File: config.mk
export PLATFORM = sky130hd
export DESIGN_NAME = uart_rx
export DESIGN_NICKNAME = d
export VERILOG_FILES = /design/src/rtl/uart_pkg.sv /design/src/rtl/uart_rx_sync.sv /design/src/rtl/uart_rx.sv
export SDC_FILE = /design/constraint.sdc
export NUM_CORES = 1
export LEC_CHECK = 0
export BUFFER_PORTS_ARGS = -buffer_cell sky130_fd_sc_hd__buf_4
export CORE_MARGIN = 2
export CORE_UTILIZATION = 60
export DETAILED_ROUTE_END_ITERATION = 12
export PLACE_DENSITY = 0.83
export SYNTH_ARGS = -nofsm -noshare
export SYNTH_HDL_FRONTEND = slang
export SYNTH_HIERARCHICAL = 1
export SYNTH_SLANG_ARGS = --single-unit
File: constraint.sdc
create_clock -name CLK -period 3 [get_ports CLK]
set_input_delay 0.15 -clock CLK [delete_from_list [all_inputs] [get_ports CLK]]
set_output_delay 0.15 -clock CLK [all_outputs]
set_load 0.05 [all_outputs]
File: src/rtl/uart_pkg.sv
// Shared types and constants for the UART receiver.
package uart_pkg;

    typedef enum logic [2:0] {
        ST_IDLE   = 3'd0,
        ST_START  = 3'd1,
        ST_DATA   = 3'd2,
        ST_PARITY = 3'd3,
        ST_STOP   = 3'd4
    } rx_state_e;

    localparam int PAR_NONE = 0;
    localparam int PAR_ODD  = 1;
    localparam int PAR_EVEN = 2;

    localparam logic [3:0] MID_START = 4'd7;
    localparam logic [3:0] MID_BIT   = 4'd15;

endpackage

File: src/rtl/uart_rx_sync.sv
// Two-flop synchronizer for the serial input, plus a 2-of-3 sample
// voter when UART_RX_MAJORITY_EN is defined.
module uart_rx_sync (
    input  logic clk_i,
    input  logic rst_i,
`ifdef UART_RX_MAJORITY_EN
    input  logic tick_i,
`endif
    input  logic rxd_i,
    output logic rxs_o,
    output logic vote_o
);

    logic ff1_q;
    logic ff2_q;

    always_ff @(posedge clk_i) begin
        if (rst_i) begin
            ff1_q <= 1'b1;
            ff2_q <= 1'b1;
        end else begin
            ff1_q <= rxd_i;
            ff2_q <= ff1_q;
        end
    end

    assign rxs_o = ff2_q;

`ifdef UART_RX_MAJORITY_EN
    // rxs on the two previous ticks; voted with the current one
    logic [1:0] hist_q;

    always_ff @(posedge clk_i) begin
        if (rst_i) begin
            hist_q <= 2'b11;
        end else if (tick_i) begin
            hist_q <= {hist_q[0], ff2_q};
        end
    end

    assign vote_o = (hist_q[1] & hist_q[0]) |
                    (hist_q[1] & ff2_q) |
                    (hist_q[0] & ff2_q);
`else
    assign vote_o = ff2_q;
`endif

endmodule

File: src/rtl/uart_rx.sv
// UART receiver: 16x oversampled, 8N1 with optional parity.
// Define UART_RX_MAJORITY_EN for 2-of-3 majority sampling.
module uart_rx
    import uart_pkg::*;
#(
    parameter int PARITY_BIT = 0
) (
    input  logic       CLK,
    input  logic       RST,
    input  logic       UART_CLK_EN,
    input  logic       UART_RXD,
    output logic [7:0] DATA_OUT,
    output logic       DATA_VLD,
    output logic       FRAME_ERROR,
    output logic       PARITY_ERROR,
    output logic       BUSY,
    output logic [2:0] STATE
);

`ifdef UART_RX_MAJORITY_EN
    // the vote completes one tick after the bit centre
    localparam logic [3:0] SAMP_LAG = 4'd1;
`else
    localparam logic [3:0] SAMP_LAG = 4'd0;
`endif

    localparam logic [3:0] START_PT = 4'(MID_START + SAMP_LAG);
    localparam logic [3:0] BIT_PT   = 4'(MID_BIT + SAMP_LAG);

    logic rxs;
    logic vote;

    uart_rx_sync u_sync (
        .clk_i  (CLK),
        .rst_i  (RST),
`ifdef UART_RX_MAJORITY_EN
        .tick_i (UART_CLK_EN),
`endif
        .rxd_i  (UART_RXD),
        .rxs_o  (rxs),
        .vote_o (vote)
    );

    rx_state_e  state_q, state_d;
    logic [3:0] cnt_q, cnt_d;
    logic [2:0] bit_q, bit_d;
    logic [7:0] shift_q, shift_d;
    logic       pmis_q, pmis_d;
    logic [7:0] dout_q, dout_d;
    logic       vld_q, vld_d;
    logic       ferr_q, ferr_d;
    logic       perr_q, perr_d;
    logic       par_exp;

    always_ff @(posedge CLK) begin
        if (RST) begin
            state_q <= ST_IDLE;
            cnt_q   <= '0;
            bit_q   <= '0;
            shift_q <= '0;
            pmis_q  <= 1'b0;
            dout_q  <= '0;
            vld_q   <= 1'b0;
            ferr_q  <= 1'b0;
            perr_q  <= 1'b0;
        end else begin
            state_q <= state_d;
            cnt_q   <= cnt_d;
            bit_q   <= bit_d;
            shift_q <= shift_d;
            pmis_q  <= pmis_d;
            dout_q  <= dout_d;
            vld_q   <= vld_d;
            ferr_q  <= ferr_d;
            perr_q  <= perr_d;
        end
    end

    assign par_exp = (PARITY_BIT == PAR_ODD) ? ~^shift_q : ^shift_q;

    always_comb begin
        state_d = state_q;
        cnt_d   = cnt_q;
        bit_d   = bit_q;
        shift_d = shift_q;
        pmis_d  = pmis_q;
        dout_d  = dout_q;
        vld_d   = 1'b0;
        ferr_d  = 1'b0;
        perr_d  = 1'b0;
        if (UART_CLK_EN) begin
            cnt_d = cnt_q + 4'd1;
            unique case (state_q)
                ST_IDLE: begin
                    if (!rxs) begin
                        cnt_d   = '0;
                        state_d = ST_START;
                    end
                end
                ST_START: begin
                    if (cnt_q == START_PT) begin
                        if (!vote) begin
                            // keep the counter phase-aligned to bit centres
                            cnt_d   = SAMP_LAG;
                            bit_d   = '0;
                            pmis_d  = 1'b0;
                            state_d = ST_DATA;
                        end else begin
                            state_d = ST_IDLE;
                        end
                    end
                end
                ST_DATA: begin
                    if (cnt_q == BIT_PT) begin
                        shift_d[bit_q] = vote;
                        bit_d = bit_q + 3'd1;
                        if (bit_q == 3'd7) begin
                            state_d = (PARITY_BIT != PAR_NONE) ?
                                      ST_PARITY : ST_STOP;
                        end
                    end
                end
                ST_PARITY: begin
                    if (cnt_q == BIT_PT) begin
                        pmis_d  = (vote != par_exp);
                        state_d = ST_STOP;
                    end
                end
                ST_STOP: begin
                    if (cnt_q == BIT_PT) begin
                        if (vote) begin
                            dout_d = shift_q;
                            vld_d  = 1'b1;
                            perr_d = pmis_q;
                        end else begin
                            ferr_d = 1'b1;
                        end
                        state_d = ST_IDLE;
                    end
                end
                default: state_d = ST_IDLE;
            endcase
        end
    end

    assign DATA_OUT     = dout_q;
    assign DATA_VLD     = vld_q;
    assign FRAME_ERROR  = ferr_q;
    assign PARITY_ERROR = perr_q;
    assign BUSY         = (state_q != ST_IDLE);
    assign STATE        = state_q;

endmodule

==> results.toml, run 1 <==
[global_routing]
grt_use_total = 0.224
grt_pass1_wl_mm = 4.55
antenna_found_initial = 0
grt_overflow = 0
grt_start_max_net_pins = 32
grt_pass1_vias = 1078

[flow_run]
cap_violations = 0

[logic_synthesis]
synth_area_leader_cell = "dfxtp_1"
ys_async_sr_fraction = 0
ys_types = 35
avgSynthCellArea_um2 = 9.12
synth_xor_area_frac = 0.0615
muxShareOfSynthArea = 0.121
ys_seq_elements = 32
synth_top_family_by_area = "simple AND/OR/NAND/NOR gates"
synth_warnings = 6
synth_edf_count = 0
syn_inst = 165
synth_seq_area_share = 0.426
synth-simple-area-share = 0.248
synth_flop_cell = "dfxtp_1"
synth_compound_area_frac = 0.0773
synthTopCellsByArea = "dfxtp_1, mux2i_1, nor2_1, xnor2_1, a21oi_1"
synth-adder-area-share = 0.0249
syn_area_um2 = 1510
synthesis.nets = 172
yosysTopAreaCellShare = 0.426

[outcome]
status = "complete, no violations"

[power_and_ir_drop]
pwr_density_cell_nw_per_um2 = 422
leakagePower_nw = 0.737
irDropWorstVdd_uv = 540

[floorplanning]
die_y_um = 54.1
core_region_area_um2 = 2430
dieArea_um2 = 2930
start_util = 0.619
fp-row-count = 18
fp.dieW_um = 54.1
io_pins = 19

[placement]
place_hpwl_mm = 1.94
port_buffers = 18
place_inst = 201
place_congestion = 0.845

[critical_path]
crit_fanout = 9
cpLargestDelayFamily = "simple AND/OR/NAND/NOR gates"
cp.arrival_ns = 2.19
critical_path_class = "reg2reg"
critPathCaptureType = "flip-flop"
path_buf_inv = 0
cp-start-kind = "flip-flop"
slowest_stage = "nand4_1"
critPathRequiredTime_ns = 3.21
worstPathCellList = "ha_1 > and3_1 > nand4_1 > mux2i_1 > nor2_1"
slowest_delay_ns = 0.55

[drt]
num_vias = 1169
drt_iter0_drc = 10
drt_pass1_iterations = 4
wire_per_inst_um = 12.8
viasPerCell = 5.57
post-route-drc-count = 0
ant_nets = 0
wl_mm = 2.69

[final_layout]
fillerInstances = 209
stdcell_count = 210
area_growth_pct = 12.3
layout_common_cells = "dfxtp_1, nor2_1, buf_4, mux2i_1, a21oi_1"
utilization = 0.695
drive_above_1_share = 0.156
fin_nets = 186
final_common_cell = "dfxtp_1"
num_antenna_cells = 0

[timing]
finClkSkew_ns = 0.00549
maxSlewHeadroom = 0.556
rsz0062_at_grt = "false"
min_period_over_period = 0.659
fin_crit_ns = 1.98
hold_viol = 0
max_freq_mhz = 506
setup_viol = 0
worst_pin_slew_ns = 0.664
tns_ns = 0
finalMaxSlewViolations = 0

[clock_network]
cts-hold-fix-buffers = 1
cts_tree = "done"
cts_resized = 0
cts-root-buf = "clkbuf_4"
clk_pin_slew_worst_paths_ns = 0.09
cts_buffer_depth = 2
cts-htree-levels = 2
worstSkewPairLatency_ns = 0.32
cts-buffers-inserted = 5
numClockSinks = 32
post_cts_buffers = 0

[min_path]
hp-class = "in2reg"
-- power by group --
part | internal, mW | total, mW | switching (mW)
clock | 0.116 | 0.248 | 0.132
combinational | 0.0131 | 0.0315 | 0.0184
sequential | 0.428 | 0.434 | 0.00556
total | 0.557 | 0.713 | 0.156
-- logic make-up after synthesis --
group,Yosys count
buffers and inverters,14
DFF,32
and+or+nand+nor,72
AOI/OAI and AO/OA,17
adders and majority gates,3
xor gates and xnor gates,9
muxes,18
-- metal layers --
layer  routed length, um  share of wire  up-vias  GRT usage
met1                1190           0.44      542      0.248
met2                1300           0.48       24      0.370
met3                 151          0.056        6     0.0972
met4                  47          0.017        0      0.104
li1                    -              -      597          -
met5                   0              0        -          0
-- path summary, 6_finish.rpt --
path	from	end	slack, ns	depth (start not counted)
hold reg to reg	u_sync/ff1_q	u_sync/rxs_o	0.41	1
setup / recovery	cnt_q[1]	DATA_OUT[5]	1.02	5
hold / removal	UART_CLK_EN	cnt_q[1]	0.14	3
setup reg to reg	cnt_q[1]	DATA_OUT[5]	1.02	5
-- final cells by class --
cell class,instances,area [um^2],area share
Tap cell,30,37.5,0.0222
Multi-Input combinational cell,119,801,0.474
Sequential cell,32,641,0.379
Timing Repair Buffer,19,145,0.0859
Inverter,2,7.51,0.00444
Clock buffer,8,58.8,0.0348
-- cells in the mapped netlist (2+ instances only) --
cell	count
nand4_1	3
xor2_1	2
buf_4	2
nor2_1	26
o21ai_0	3
nor3_1	5
and4_1	2
nand2_1	8
a21oi_1	9
or2_1	2
nand3b_1	2
and3_1	2
xnor2_1	6
mux2i_1	17
clkbuf_1	7
nor3b_1	5
nand2b_1	5
nand3_1	7
ha_1	3
dfxtp_1	32
buf_2	3
-- per-stage QoR --
stage | hold WS (ns) | power [mW] | worst slack, ns | cell area [um^2]
finish | 0.136 | 0.713 | 1.02 | 1690
global route | 0.118 | 0.750 | 0.820 | 1690
CTS | 0.121 | 0.724 | 1.01 | 1690
detailed placement | 0.338 | 0.474 | 1.03 | 1620
global placement | 0.334 | 0.473 | 1.08 | 1620
floorplan | 0.247 | 0.466 | 0.970 | 1510
-- tightest hold or removal path, stage by stage --
cell and delay (ns):
buf_4 0.14, nand3_1 0.07, a21oi_1 0.06
-- state kept, by name, indices dropped and copies added, names as in the netlist --
signal / flops
STATE: 3
bit_q: 3
pmis_q: 1
DATA_VLD: 1
DATA_OUT: 8
FRAME_ERROR: 1
PARITY_ERROR: 1
cnt_q: 4
u_sync/ff1_q: 1
shift_q: 8
u_sync/rxs_o: 1
(Power assumes the default switching activity.)
==> inputs of run 2 (changes only) <==
CORE_UTILIZATION = 56   (was 60)
PLACE_DENSITY = 0.78   (was 0.83)
clock period = 1.9 ns   (was 3 ns; I/O delays follow)
==> run 2 against run 1 <==
Effect of this change:
- sequential cell count is the same
- first-iteration DRC count grew 50%
- sequential power grew 57%
- die area grew 6.6%
- critical path depth grew 1
- clock skew shrank 0.0012 ns
- critical path type unchanged
- highest routed layer unchanged
==> results.toml, run 2 (synthesized netlist as in run 1, its figures left out) <==
[floorplanning]
io_pins = 19
start_util = 0.597
fp.dieW_um = 55.8
dieArea_um2 = 3120
die_y_um = 55.8
fp-row-count = 18
core_region_area_um2 = 2520

[clock_network]
cts-root-buf = "clkbuf_4"
post_cts_buffers = 0
cts-buffers-inserted = 5
numClockSinks = 32
cts_tree = "done"
cts-htree-levels = 2
cts_buffer_depth = 2
clk_pin_slew_worst_paths_ns = 0.09
worstSkewPairLatency_ns = 0.33

[critical_path]
path_buf_inv = 0
worstPathCellList = "ha_1 > and3_1 > nand4b_1 > nor3b_1 > mux2i_1 > nor2_1"
cp.arrival_ns = 1.99
cp-start-kind = "flip-flop"
cpLargestDelayFamily = "simple AND/OR/NAND/NOR gates"
slowest_delay_ns = 0.38
slowest_stage = "dfxtp_1"
critPathRequiredTime_ns = 2.12
crit_fanout = 6
critical_path_class = "reg2reg"
critPathCaptureType = "flip-flop"

[drt]
ant_nets = 0
wl_mm = 2.92
num_vias = 1213
wire_per_inst_um = 13.5
drt_iter0_drc = 15
viasPerCell = 5.62
drt_pass1_iterations = 4
post-route-drc-count = 0

[global_routing]
grt_use_total = 0.207
grt_pass1_vias = 1181
grt_pass1_wl_mm = 5.06
grt_overflow = 0
grt_start_max_net_pins = 32
antenna_found_initial = 0

[placement]
place_congestion = 0.866
place_area_um2 = 1680
post-place-ws_ns = 0.172
port_buffers = 18
place_hpwl_mm = 2.07
place_inst = 208

[power_and_ir_drop]
p_switching_mw = 0.256
seq_power_share = 0.626
leakagePower_nw = 0.766
power_mw = 1.09
pwr_density_cell_nw_per_um2 = 630
power_frac_comb = 0.051
p_clk_frac = 0.322
intPower_mw = 0.835
irDropWorstVdd_uv = 607
p_sw_frac = 0.235

[timing]
finalMaxSlewViolations = 0
hold_viol = 0
worst_pin_slew_ns = 0.424
max_freq_mhz = 566
setup_viol = 0
maxSlewHeadroom = 0.715
worst_slack_ns = 0.134
finClkSkew_ns = 0.00428
rsz0062_at_grt = "true"
min_period_over_period = 0.929
fin_crit_ns = 1.77

[final_layout]
drive_above_1_share = 0.199
final_common_cell = "dfxtp_1"
num_antenna_cells = 0
postLayoutCellArea_um2 = 1730
utilization = 0.687
area_growth_pct = 15.1
fin_nets = 193
layout_common_cells = "dfxtp_1, nor2_1, buf_4, mux2i_1, a21oi_1"
stdcell_count = 216

[min_path]
hp-class = "in2reg"

[outcome]
status = "complete, no violations"

[flow_run]
cap_violations = 0
run 2: worst paths after layout:
kind | from | endpoint | slack [ns] | cells past startpoint
max reg2reg | cnt_q[1] | shift_q[4] | 0.13 | 6
min | UART_CLK_EN | cnt_q[1] | 0.09 | 3
min reg2reg | u_sync/ff1_q | u_sync/rxs_o | 0.41 | 1
max | cnt_q[1] | shift_q[4] | 0.13 | 6
run 2: repair_timing:
| item | CTS | global route |
|---|---|---|
| setup endpoints to repair | 0 | 3 |
| hold endpoints to repair | 1 | 0 |
| gates resized for setup | 0 | 0 |
| hold buffers | 1 | 0 |
run 2: power groups by stage:
stage / logic [mW] / clock network, mW / registers [mW]
detailed placement: 0.0539 / 0 / 0.699
finish: 0.0561 / 0.352 / 0.683
global route: 0.0611 / 0.394 / 0.685
floorplan: 0.0373 / 0 / 0.699
global placement: 0.0524 / 0 / 0.698
CTS: 0.0560 / 0.365 / 0.683
run 2: layout make-up:
type / count / area [um^2]
multi-input combinational: 119 / 801
tap: 30 / 37.5
sequential: 32 / 643
clock inverter: 1 / 5.00
fill: 219 / 790
timing repair buffer: 26 / 198
inverter: 2 / 7.51
clock buffer: 6 / 41.3
run 2: worst min-delay path, delay by kind of cell:
family | cells | cell delay (ns)
simple gates | 1 | 0.07
compound gates | 1 | 0.06
buf+inv | 1 | 0.14
run 2: metal layers:
| metal | routed length (um) | up-vias | track usage |
|---|---|---|---|
| met5 | 0 | - | 0 |
| li1 | - | 616 | - |
| met2 | 1350 | 27 | 0.337 |
| met1 | 1360 | 560 | 0.252 |
| met3 | 135 | 10 | 0.0512 |
| met4 | 84 | 0 | 0.112 |
run 2: per-stage QoR:
stage          hold WS [ns]  TNS, ns
5_1_grt              0.0722  -0.0883
4_1_cts              0.0711        0
3_5_place_dp          0.280        0
3_3_place_gp          0.280        0
2_1_floorplan         0.192        0
6_report             0.0851        0
==> inputs of run 3 (changes only) <==
CORE_MARGIN = 1   (was 2)
GPL_TIMING_DRIVEN = 0   (was unset)
==> run 3 against run 2 <==
Effect of this change:
- via count rose by 4.0%
- core utilization up 3.1 points
- combinational power grew 7.7%
- non-clock buffer count rose by 7
- die area fell by 7.0%
- clock skew grew 0.00067 ns
- sequential share of layout area is 1.3 points lower
- count of clock-buffer cells in the layout is 1 higher
- largest cell class unchanged
==> results.toml, run 3 (synthesized netlist as in run 1, its figures left out) <==
[placement]
place_congestion = 0.864
place_hpwl_mm = 2.15
place_inst = 212
port_buffers = 17
place_area_um2 = 1670
post-place-ws_ns = -0.0262

[timing]
worst_pin_slew_ns = 0.513
hold_viol = 0
maxSlewHeadroom = 0.658
tns_ns = 0
min_period_over_period = 0.929
max_freq_mhz = 567
setup_viol = 0
finClkSkew_ns = 0.00495
worst_slack_ns = 0.135
fin_hold_ws_ns = 0.143
finalMaxSlewViolations = 0
fin_crit_ns = 1.76

[drt]
post-route-drc-count = 0
viasPerCell = 5.63
drt_iter0_drc = 55
num_vias = 1261
wl_mm = 3.06
wire_per_inst_um = 13.7
ant_nets = 0
drt_pass1_iterations = 4

[power_and_ir_drop]
irDropWorstVdd_uv = 590
leakagePower_nw = 0.787
pwr_density_cell_nw_per_um2 = 644
power_mw = 1.16

[final_layout]
utilization = 0.718
stdcell_count = 224
regArea_um2 = 643
drive_above_1_share = 0.216
fin_nets = 200
postLayoutCellArea_um2 = 1800
layout_common_cells = "dfxtp_1, nor2_1, buf_4, mux2i_1, a21oi_1"
final_common_cell = "dfxtp_1"
fillerInstances = 199
multi_input_area_um2 = 822
num_antenna_cells = 0
area_growth_pct = 19.3

[clock_network]
numClockSinks = 32
cts-buffers-inserted = 5
cts-root-buf = "clkbuf_4"
cts-htree-levels = 2
worstSkewPairLatency_ns = 0.34
cts_buffer_depth = 2
cts_tree = "done"
clk_pin_slew_worst_paths_ns = 0.10

[global_routing]
grt_pass1_vias = 1089
antenna_found_initial = 0
met2_usage = 0.360
grt_use_met3 = 0.0847
grt_start_max_net_pins = 11
busiest_layer = "met2"
grt_use_total = 0.240
grt_pass1_wl_mm = 4.84
use_met1 = 0.311
grt_overflow = 0

[critical_path]
critical_path_class = "reg2reg"
cp-start-kind = "flip-flop"
cp.arrival_ns = 1.98
slowest_stage = "dfxtp_1"
critPathRequiredTime_ns = 2.11
crit_fanout = 6
slowest_delay_ns = 0.39
worstPathCellList = "ha_1 > and3_2 > nand4b_1 > buf_4 > nor3b_2 > mux2i_1 > nor2_1"
critPathCaptureType = "flip-flop"

[floorplanning]
dieArea_um2 = 2900
io_pins = 19
core_region_area_um2 = 2500
start_util = 0.602
fp-row-count = 18
fp.dieW_um = 53.8
die_y_um = 53.8

[flow_run]
cap_violations = 0

[min_path]
hp-class = "in2reg"

[outcome]
status = "complete, no violations"
[run 3: changes by cell type in the layout (fill, tap and decap cells not counted), sizes merged]
cell | before | now
clkinv | 1 | 0
buf | 25 | 23
clkinvlp | 0 | 1
dlygate4sd3 | 1 | 3
clkbuf | 6 | 14
[run 3: routing by layer]
metal / share of wire / wire length [um]
met1: 0.48 / 1460
met2: 0.45 / 1380
met3: 0.055 / 167
met4: 0.017 / 51
met5: 0 / 0
[run 3: worst paths after layout]
path                              startpoint           end  slack, ns  cells after the start
worst max-delay path                cnt_q[0]    shift_q[2]       0.14                      7
worst min-delay path             UART_CLK_EN      cnt_q[1]       0.14                      3
worst max register to register      cnt_q[0]    shift_q[2]       0.14                      7
worst min register to register  u_sync/ff1_q  u_sync/rxs_o       0.41                      1
[run 3: report_power, final]
| part | leakage, nW | switching [mW] | internal (mW) |
|---|---|---|---|
| combinational | 0.496 | 0.0355 | 0.0249 |
| clock | 0.0315 | 0.233 | 0.181 |
| sequential | 0.260 | 0.00622 | 0.677 |
[run 3: area by class of cell]
| cell class | count | area share |
|---|---|---|
| timing repair buffer | 21 | 0.0920 |
| inverter | 2 | 0.00418 |
| sequential | 32 | 0.358 |
| multi-input combinational | 119 | 0.458 |
| clock buffer | 7 | 0.0307 |
| clock inverter | 1 | 0.00418 |
| tap | 30 | 0.0209 |
| buffer | 12 | 0.0321 |
[run 3: what timing repair did]
action / in CTS / in global routing
endpoints found under the setup margin: 3 / 5
hold endpoints to repair: 2 / 0
gates resized for setup: 1 / 6
buffers inserted: 0 / 1
hold buffers: 3 / 0
[run 3: critical path: cells and delay by family, from the launching register on]
family	cells	cell delay (ns)
buffers and inverters	1	0.18
muxes	1	0.21
adders and majority gates	1	0.26
DFF	1	0.39
and+or+nand+nor	4	0.60
